[src/rtl/vendingmachine_param.sv]
// Parameterised vending machine: multi-product stock, coin credit,
// optional auto-vend, registered outputs and serial change return.
module vendingmachine_param #(
  parameter int PRICE      = 3,
  parameter int CW         = 4,
  parameter int NPROD      = 2,
  parameter int SELW       = 1,
  parameter int SW         = 4,
  parameter int STOCK_INIT = 8,
  parameter int AUTO_VEND  = 0
) (
  input  logic             clk,
  input  logic             reset,
  input  logic             one_in,
  input  logic             two_in,
  input  logic             buy_in,
  input  logic [SELW-1:0]  sel_in,
  input  logic             cancel_in,
  input  logic             restock_in,
  output logic [NPROD-1:0] choco_out,
  output logic             chng_out,
  output logic [CW-1:0]    credit_out,
  output logic [NPROD-1:0] sold_out,
  output logic             busy_out,
  output logic             err_out,
  output logic             reject_out
);

  typedef enum logic [1:0] {IDLE, VEND, CHANGE} state_t;

  localparam logic [CW+1:0] CMAX = {2'b00, {CW{1'b1}}};

  state_t           state, state_n;
  logic [SW-1:0]    stock   [NPROD];
  logic [SW-1:0]    stock_n [NPROD];
  logic [CW-1:0]    credit_n;
  logic [NPROD-1:0] choco_n, sold_n;
  logic             chng_n, err_n, rej_n;
  logic [1:0]       coins;
  logic [CW+1:0]    sum;
  logic [SELW-1:0]  idx;
  logic [SW-1:0]    cur;
  logic             ok_sel, can_pay, req, accept;

  always_comb begin
    coins    = {two_in, one_in};
    sum      = {2'b00, credit_out} + {{CW{1'b0}}, coins};
    idx      = (AUTO_VEND != 0) ? '0 : sel_in;
    ok_sel   = int'(idx) < NPROD;
    cur      = '0;
    for (int i = 0; i < NPROD; i++)
      if (int'(idx) == i) cur = stock[i];
    can_pay  = credit_out >= CW'(PRICE);
    accept   = can_pay && ok_sel && (cur != '0);
    req      = (AUTO_VEND != 0) ? accept : buy_in;

    state_n  = state;
    credit_n = credit_out;
    stock_n  = stock;
    choco_n  = '0;
    chng_n   = 1'b0;
    err_n    = 1'b0;
    rej_n    = one_in | two_in;

    unique case (state)
      IDLE: begin
        if (cancel_in) begin
          if (credit_out != '0) state_n = CHANGE;
        end else if (restock_in) begin
          for (int i = 0; i < NPROD; i++)
            stock_n[i] = SW'(STOCK_INIT);
        end else if (req) begin
          if (accept) begin
            credit_n = credit_out - CW'(PRICE);
            for (int i = 0; i < NPROD; i++)
              if (int'(idx) == i) begin
                stock_n[i] = stock[i] - 1'b1;
                choco_n[i] = 1'b1;
              end
            state_n = VEND;
          end else begin
            err_n = 1'b1;
          end
        end else if (coins != 2'b00 && sum <= CMAX) begin
          credit_n = sum[CW-1:0];
          rej_n    = 1'b0;
        end
      end
      VEND: state_n = (credit_out != '0) ? CHANGE : IDLE;
      CHANGE: begin
        if (credit_out != '0) begin
          credit_n = credit_out - 1'b1;
          chng_n   = 1'b1;
        end else begin
          state_n = IDLE;
        end
      end
      default: state_n = IDLE;
    endcase

    for (int i = 0; i < NPROD; i++)
      sold_n[i] = (stock_n[i] == '0);
  end

  always_ff @(posedge clk) begin
    if (!reset) begin
      state      <= IDLE;
      credit_out <= '0;
      for (int i = 0; i < NPROD; i++)
        stock[i] <= SW'(STOCK_INIT);
      choco_out  <= '0;
      chng_out   <= 1'b0;
      sold_out   <= (STOCK_INIT == 0) ? '1 : '0;
      busy_out   <= 1'b0;
      err_out    <= 1'b0;
      reject_out <= 1'b0;
    end else begin
      state      <= state_n;
      credit_out <= credit_n;
      stock      <= stock_n;
      choco_out  <= choco_n;
      chng_out   <= chng_n;
      sold_out   <= sold_n;
      busy_out   <= (state_n != IDLE);
      err_out    <= err_n;
      reject_out <= rej_n;
    end
  end

endmodule

[config.mk]
export PLATFORM = sky130hd
export DESIGN_NAME = vendingmachine_param
export DESIGN_NICKNAME = d
export VERILOG_FILES = /design/src/rtl/vendingmachine_param.sv
export SDC_FILE = /design/constraint.sdc
export NUM_CORES = 1
export LEC_CHECK = 0
export BUFFER_PORTS_ARGS = -buffer_cell sky130_fd_sc_hd__clkbuf_2
export CORE_MARGIN = 4
export CORE_UTILIZATION = 55
export DETAILED_ROUTE_END_ITERATION = 12
export GPL_TIMING_DRIVEN = 0
export PLACE_DENSITY = 0.78
export REMOVE_ABC_BUFFERS = 1
export SLEW_MARGIN = 15
export SYNTH_ARGS = -nofsm -noshare
export SYNTH_HDL_FRONTEND = slang
export SYNTH_SLANG_ARGS = --single-unit
[constraint.sdc]
create_clock -name clk -period 2.2 [get_ports clk]
set_input_delay 0.44 -clock clk [delete_from_list [all_inputs] [get_ports clk]]
set_output_delay 0.44 -clock clk [all_outputs]
set_load 0.01 [all_outputs]
==> results of run 1 <==
logic make-up after synthesis:
logic type	after synthesis	synth area share, %
xor+xnor	4	2.84
mux	4	3.34
compound gates	25	17.2
buf+inv	15	5.47
flops	22	35.7
simple gates	60	27.8
fa+ha+maj	7	7.70
registers in the layout, indices dropped and copies added, names as in the netlist:
register,cells
busy_out,1
chng_out,1
choco_out,2
credit_out,4
err_out,1
reject_out,1
sold_out,2
state,2
stock,8
per-layer routing:
metal	global-route usage (%)	vias to the layer above	share of wire, %
li1	-	537	-
met4	8.33	0	1.5
met3	2.33	7	4.2
met5	0	-	0
met2	30.2	34	45
met1	24.7	504	49
synthesized netlist by cell type, drive strengths merged, types with 2 or more instances:
cell type,number,area [sq um]
dfxtp,22,440
nand2,12,45.0
inv,11,41.3
nor2,9,33.8
nor3,9,50.1
ha,6,75.1
nor4,6,37.5
o21ai,5,36.3
a21oi,4,20.0
buf,4,26.3
nand3,4,20.0
and2,3,20.0
mux2i,3,30.0
nand2b,3,18.8
o31a,3,26.3
xnor2,3,26.3
a211oi,2,15.0
nor2b,2,12.5
nor3b,2,15.0
power groups by stage:
stage | sequential, W | combinational (W) | clock [W]
floorplan | 0.000462 | 0.000162 | 0
global placement | 0.000458 | 0.000228 | 0
detailed placement | 0.000461 | 0.000233 | 0
CTS | 0.000452 | 0.000238 | 0.000313
global route | 0.000460 | 0.000271 | 0.000338
finish | 0.000454 | 0.000240 | 0.000308
through the flow:
| stage | util (%) | hold slack, ps | total power, W | std cells |
|---|---|---|---|---|
| 2_1_floorplan | - | 519 | 0.000623 | 133 |
| 3_3_place_gp | 65.5 | 537 | 0.000686 | 179 |
| 3_5_place_dp | 65.5 | 550 | 0.000693 | 179 |
| 4_1_cts | 68.1 | 422 | 0.00100 | 183 |
| 5_1_grt | 68.1 | 443 | 0.00107 | 183 |
| 6_report | 68.1 | 440 | 0.00100 | 183 |
repair_timing:
| action | 4_1_cts | 5_1_grt |
|---|---|---|
| resized for setup | 0 | 1 |
| hold buffers | 0 | 0 |
| setup endpoints to repair | 0 | 1 |
worst max path at each step:
stage,startpoint,end,slack [ps]
6_report,credit_out[0],credit_out[2],230
4_1_cts,credit_out[0],credit_out[2],140
2_1_floorplan,credit_out[0],credit_out[2],280
5_1_grt,state[1],choco_out[0],80
3_5_place_dp,one_in,credit_out[2],150
3_3_place_gp,one_in,credit_out[2],150
area by class of cell:
type,instances,area (sq um)
clock inverters,1,30.0
inverters,11,41.3
flip-flops and latches,22,442
fillers,187,651
well taps,27,33.8
repair buffers,19,95.1
clock buffers,3,22.5
multi-input cells,100,727
==> impl_metrics.csv, run 1 <==
group,metric,value,unit
floorplan,dieArea,3070,sq um
floorplan,die_x,55.4,um
global_routing,grt_overflow,0,
cells_and_area,final_area,1390,sq um
power,p_leak,0.562,nW
yosys,synthCells,137,
power,clockPowerShare,30.7,%
yosys,synth_flop_cell,"dfxtp_1",
power,switchingPower,0.000292,W
cells_and_area,final_cell_mix,"dfxtp_1 (21), clkbuf_2 (19), nand2_1 (12)",
clock_network,cts_tree,"yes",
drt,antenna_left,0,
drt,drt-vias-per-instance,5.91,
worst_hold_path,hp-class,"primary input to register",
yosys,synth_warnings,0,
place,place_ws,149,ps
worst_setup_path,path_depth,8,
timing,worstMarginPinSlew,677,ps
timing,finalHoldViolations,0,
worst_setup_path,cp_top_family,"adder cells",
drt,drt-total-wl,2630,um
drt,drc,0,
clock_network,clkTransAtPathRegs,120,ps
cells_and_area,n_antenna_cell,0,
power,p_per_area,720,nW/um^2
worst_setup_path,crit_fanout,7,
timing,setup_tns,0,ps
cells_and_area,synthToLayoutAreaGrowth,12.7,%
timing,maxSlewHeadroom,54.5,%
power,seq_power_share,45.3,%
power,ir_worst_vdd,0.423,mV
place,place_area,1340,sq um
power,internal-power,0.000710,W
place,post-dp-hpwl,1900,um
power,pwr-share-comb,24.0,%
yosys,async_reset_ff_share,0,%
floorplan,start_util,60.5,%
timing,maxSlewViolCount,0,
worst_setup_path,rr_endpoint,"credit_out[2]",
worst_setup_path,path_class,"register to register",
worst_setup_path,path_buf_inv,1,
timing,setup_viol,0,
worst_setup_path,cpMaxStageDelayCell,"dfxtp_2",
yosys,syn_avg_cell_area,9.01,sq um
floorplan,core,2040,sq um
status,status,"finished, final reports clean",
drt,drtIter0Drc,28,
cells_and_area,final_common_cell,"dfxtp_1",
worst_hold_path,hold_start,"restock_in",
worst_setup_path,critPathCaptureType,"register",
clock_network,cts.htree.levels,1,
worst_setup_path,crit_required,2410,ps
worst_setup_path,slowest_delay,430,ps
global_routing,grt_max_degree,14,
yosys,synth_seq_cells,22,
worst_setup_path,r2r_cells,8,
clock_network,insertion_delay,310,ps
clock_network,cts-root-buf,"clkbuf_4",
global_routing,track_usage,18.7,%
floorplan,die_h,55.4,um
power,swShare,29.2,%
drt,wire_per_inst,14.3,um
clock_network,clock_path_buffers,2,
clock_network,cts.sinks,22,
timing,rsz0062_at_grt,"false",
job,cap_viol_max_count,0,
timing,min_period_over_period,89.4,%
timing,timing.final.ws_setup,233,ps
clock_network,cts_setup_buffers,0,
worst_setup_path,crit_chain,"ha_1 > inv_1 > fa_1 > and3b_1 > o31a_1 > o21ai_4 > and3_4 > mux2i_1",
worst_setup_path,rr_startpoint,"credit_out[0]",
drt,firstDrtPassIters,6,
place,port_buffers,19,
clock_network,cts_buffers,3,
global_routing,grt_pass1_vias,1117,
worst_setup_path,cp.arrival,2180,ps
floorplan,core.rowCount,16,
worst_hold_path,worstHoldPathCells,2,
yosys,ys_seq_area_share,35.7,%
yosys,synth_edf_count,0,
place,place.gp.congestion,0.859,
timing,clock-skew-final,3.78,ps
global_routing,grt_antenna_before_repair,0,
timing,clock.fmax,508,MHz
worst_setup_path,r2r_slack,230,ps
cells_and_area,nets,172,
timing,period_minus_slack,1970,ps
worst_setup_path,worstSetupStartpointType,"register",
yosys,synthesis.area,1230,sq um
floorplan,pin_count,20,
worst_hold_path,hold_path_end,"state[0]",
drt,dr_total_vias,1082,
global_routing,grt_pass1_wl,4760,um
cells_and_area,drive_gt1_share,23.1,%
yosys,yosys.cell_types.count,47,
No activity file was read; power rests on OpenSTA's default activity.
==> run 2, diff against run 1 <==
--- a/config.mk
+++ b/config.mk
@@ -11,6 +11,7 @@
 export DETAILED_ROUTE_END_ITERATION = 12
 export GPL_TIMING_DRIVEN = 0
 export PLACE_DENSITY = 0.78
+export RECOVER_POWER = 25
 export REMOVE_ABC_BUFFERS = 1
 export SLEW_MARGIN = 15
 export SYNTH_ARGS = -nofsm -noshare
==> run 2 against run 1 <==
Net effect:
- clock power about the same
- global-route usage is the same
- non-clock buffer count did not move
- combinational power about the same
- via count fell by 0.18%
- highest routed layer unchanged
==> impl_metrics.csv, run 2 (synthesized netlist as in run 1, its figures left out) <==
group,metric,value,unit
status,status,"finished, final reports clean",
cells_and_area,utilization,67.6,%
worst_setup_path,r2r_cells,8,
cells_and_area,synthToLayoutAreaGrowth,11.9,%
job,cap_viol_max_count,0,
clock_network,cts_buffers,3,
timing,min_period_over_period,89.5,%
drt,antenna_left,0,
drt,drt-total-wl,2640,um
worst_hold_path,hold_start,"restock_in",
clock_network,clkTransAtPathRegs,120,ps
clock_network,insertion_delay,310,ps
power,ir_worst_vdd,0.423,mV
cells_and_area,final_common_cell,"dfxtp_1",
clock_network,cts_tree,"yes",
cells_and_area,final_cell_mix,"dfxtp_1 (21), nand2_1 (12), inv_1 (11), clkbuf_2 (11), nor2_1 (9)",
worst_hold_path,hold_path_end,"state[0]",
global_routing,grt_overflow,0,
worst_setup_path,crit_fanout,7,
worst_hold_path,hp-class,"primary input to register",
drt,drc,0,
power,p_leak,0.535,nW
floorplan,core.rowCount,16,
worst_setup_path,rr_endpoint,"credit_out[2]",
worst_setup_path,critPathCaptureType,"register",
floorplan,die_x,55.4,um
clock_network,cts.htree.levels,1,
cells_and_area,fill_cells,191,
worst_setup_path,rr_startpoint,"credit_out[0]",
timing,finalHoldViolations,0,
cells_and_area,drive_gt1_share,17.9,%
clock_network,clock_path_buffers,2,
drt,dr_total_vias,1080,
global_routing,grt_pass1_vias,1117,
floorplan,die_h,55.4,um
worst_setup_path,cp.arrival,2180,ps
cells_and_area,reg_top3,"stock x8, credit_out x4",
floorplan,dieArea,3070,sq um
clock_network,cts-root-buf,"clkbuf_4",
worst_hold_path,worstHoldPathCells,2,
drt,wire_per_inst,14.4,um
power,finalPower,0.00100,W
global_routing,grt_max_degree,14,
place,port_buffers,19,
drt,firstDrtPassIters,5,
timing,period_minus_slack,1970,ps
cells_and_area,regMostFlops,"stock",
power,p_per_area,724,nW/um^2
timing,rsz0062_at_grt,"false",
place,place_inst,179,
floorplan,core,2040,sq um
place,place.gp.congestion,0.859,
worst_setup_path,crit_required,2420,ps
drt,drtIter0Drc,28,
global_routing,grt_antenna_before_repair,0,
floorplan,start_util,60.5,%
global_routing,grt_pass1_wl,4760,um
timing,worstMarginPinSlew,673,ps
clock_network,cts.sinks,22,
clock_network,cts_setup_buffers,0,
cells_and_area,nets,172,
global_routing,track_usage,18.7,%
worst_setup_path,worstSetupStartpointType,"register",
worst_setup_path,path_class,"register to register",
floorplan,pin_count,20,
timing,clock.fmax,508,MHz
timing,maxSlewViolCount,0,
place,post-dp-hpwl,1900,um
cells_and_area,layout.cells.non_filler,183,
timing,setup_viol,0,
cells_and_area,n_antenna_cell,0,
drt,drt-vias-per-instance,5.90,
worst_setup_path,r2r_slack,230,ps
timing,maxSlewHeadroom,54.8,%
cells_and_area,largest_register_ffs,8,
timing,clock-skew-final,4.06,ps
timing,setup_tns,0,ps
==> run 2: cell counts in the layout (fill, tap and decap cells not counted) <==
No cell type changed its count.
==> run 2: repair_timing <==
action,in CTS,in global routing
endpoints found under the setup margin,0,1
hold buffers,0,0
gates resized for setup,0,1
hold endpoints to repair,0,0
==> run 2: stage by stage <==
stage | hold slack, ps | setup WS, ps | area, sq um
after floorplan | 519 | 285 | 1210
after global routing | 443 | 80.5 | 1380
after CTS | 422 | 140 | 1390
final | 439 | 232 | 1380
after global placement | 537 | 149 | 1340
after detailed placement | 550 | 149 | 1340
==> run 2: worst max path at each step <==
stage | from | endpoint | slack [ps] | cells past startpoint
2_1_floorplan | credit_out[0] | credit_out[2] | 280 | 8
3_3_place_gp | one_in | credit_out[2] | 150 | 9
3_5_place_dp | one_in | credit_out[2] | 150 | 9
4_1_cts | credit_out[0] | credit_out[2] | 140 | 8
5_1_grt | state[1] | choco_out[0] | 80 | 4
6_report | credit_out[0] | credit_out[2] | 230 | 8
==> run 2: layout make-up <==
class | instances | area [sq um] | share of cell area [%]
multi-input combinational | 100 | 727 | 52.6
sequential | 22 | 442 | 32.0
timing repair buffer | 19 | 85.1 | 6.16
inverter | 11 | 41.3 | 2.99
tap | 27 | 33.8 | 2.45
clock inverter | 1 | 30.0 | 2.17
clock buffer | 3 | 22.5 | 1.63
==> run 2: layer usage <==
metal | global-route usage [%] | share of wire, %
met2 | 30.2 | 46
met4 | 8.33 | 1.5
met3 | 2.33 | 3.8
met5 | 0 | 0
met1 | 24.7 | 49
==> run 2: power breakdown <==
group / switching, W / internal [W]
clock: 0.000124 / 0.000184
combinational: 0.000137 / 0.000102
sequential: 0.0000321 / 0.000422
total: 0.000293 / 0.000708
==> run 2: critical path, cell delays in order (launching register included) <==
cell and delay, ps:
dfxtp_2 430, ha_1 200, inv_1 60, fa_1 370, and3b_1 240, o31a_1 170, o21ai_4 100, and3_4 200
mux2i_1 110
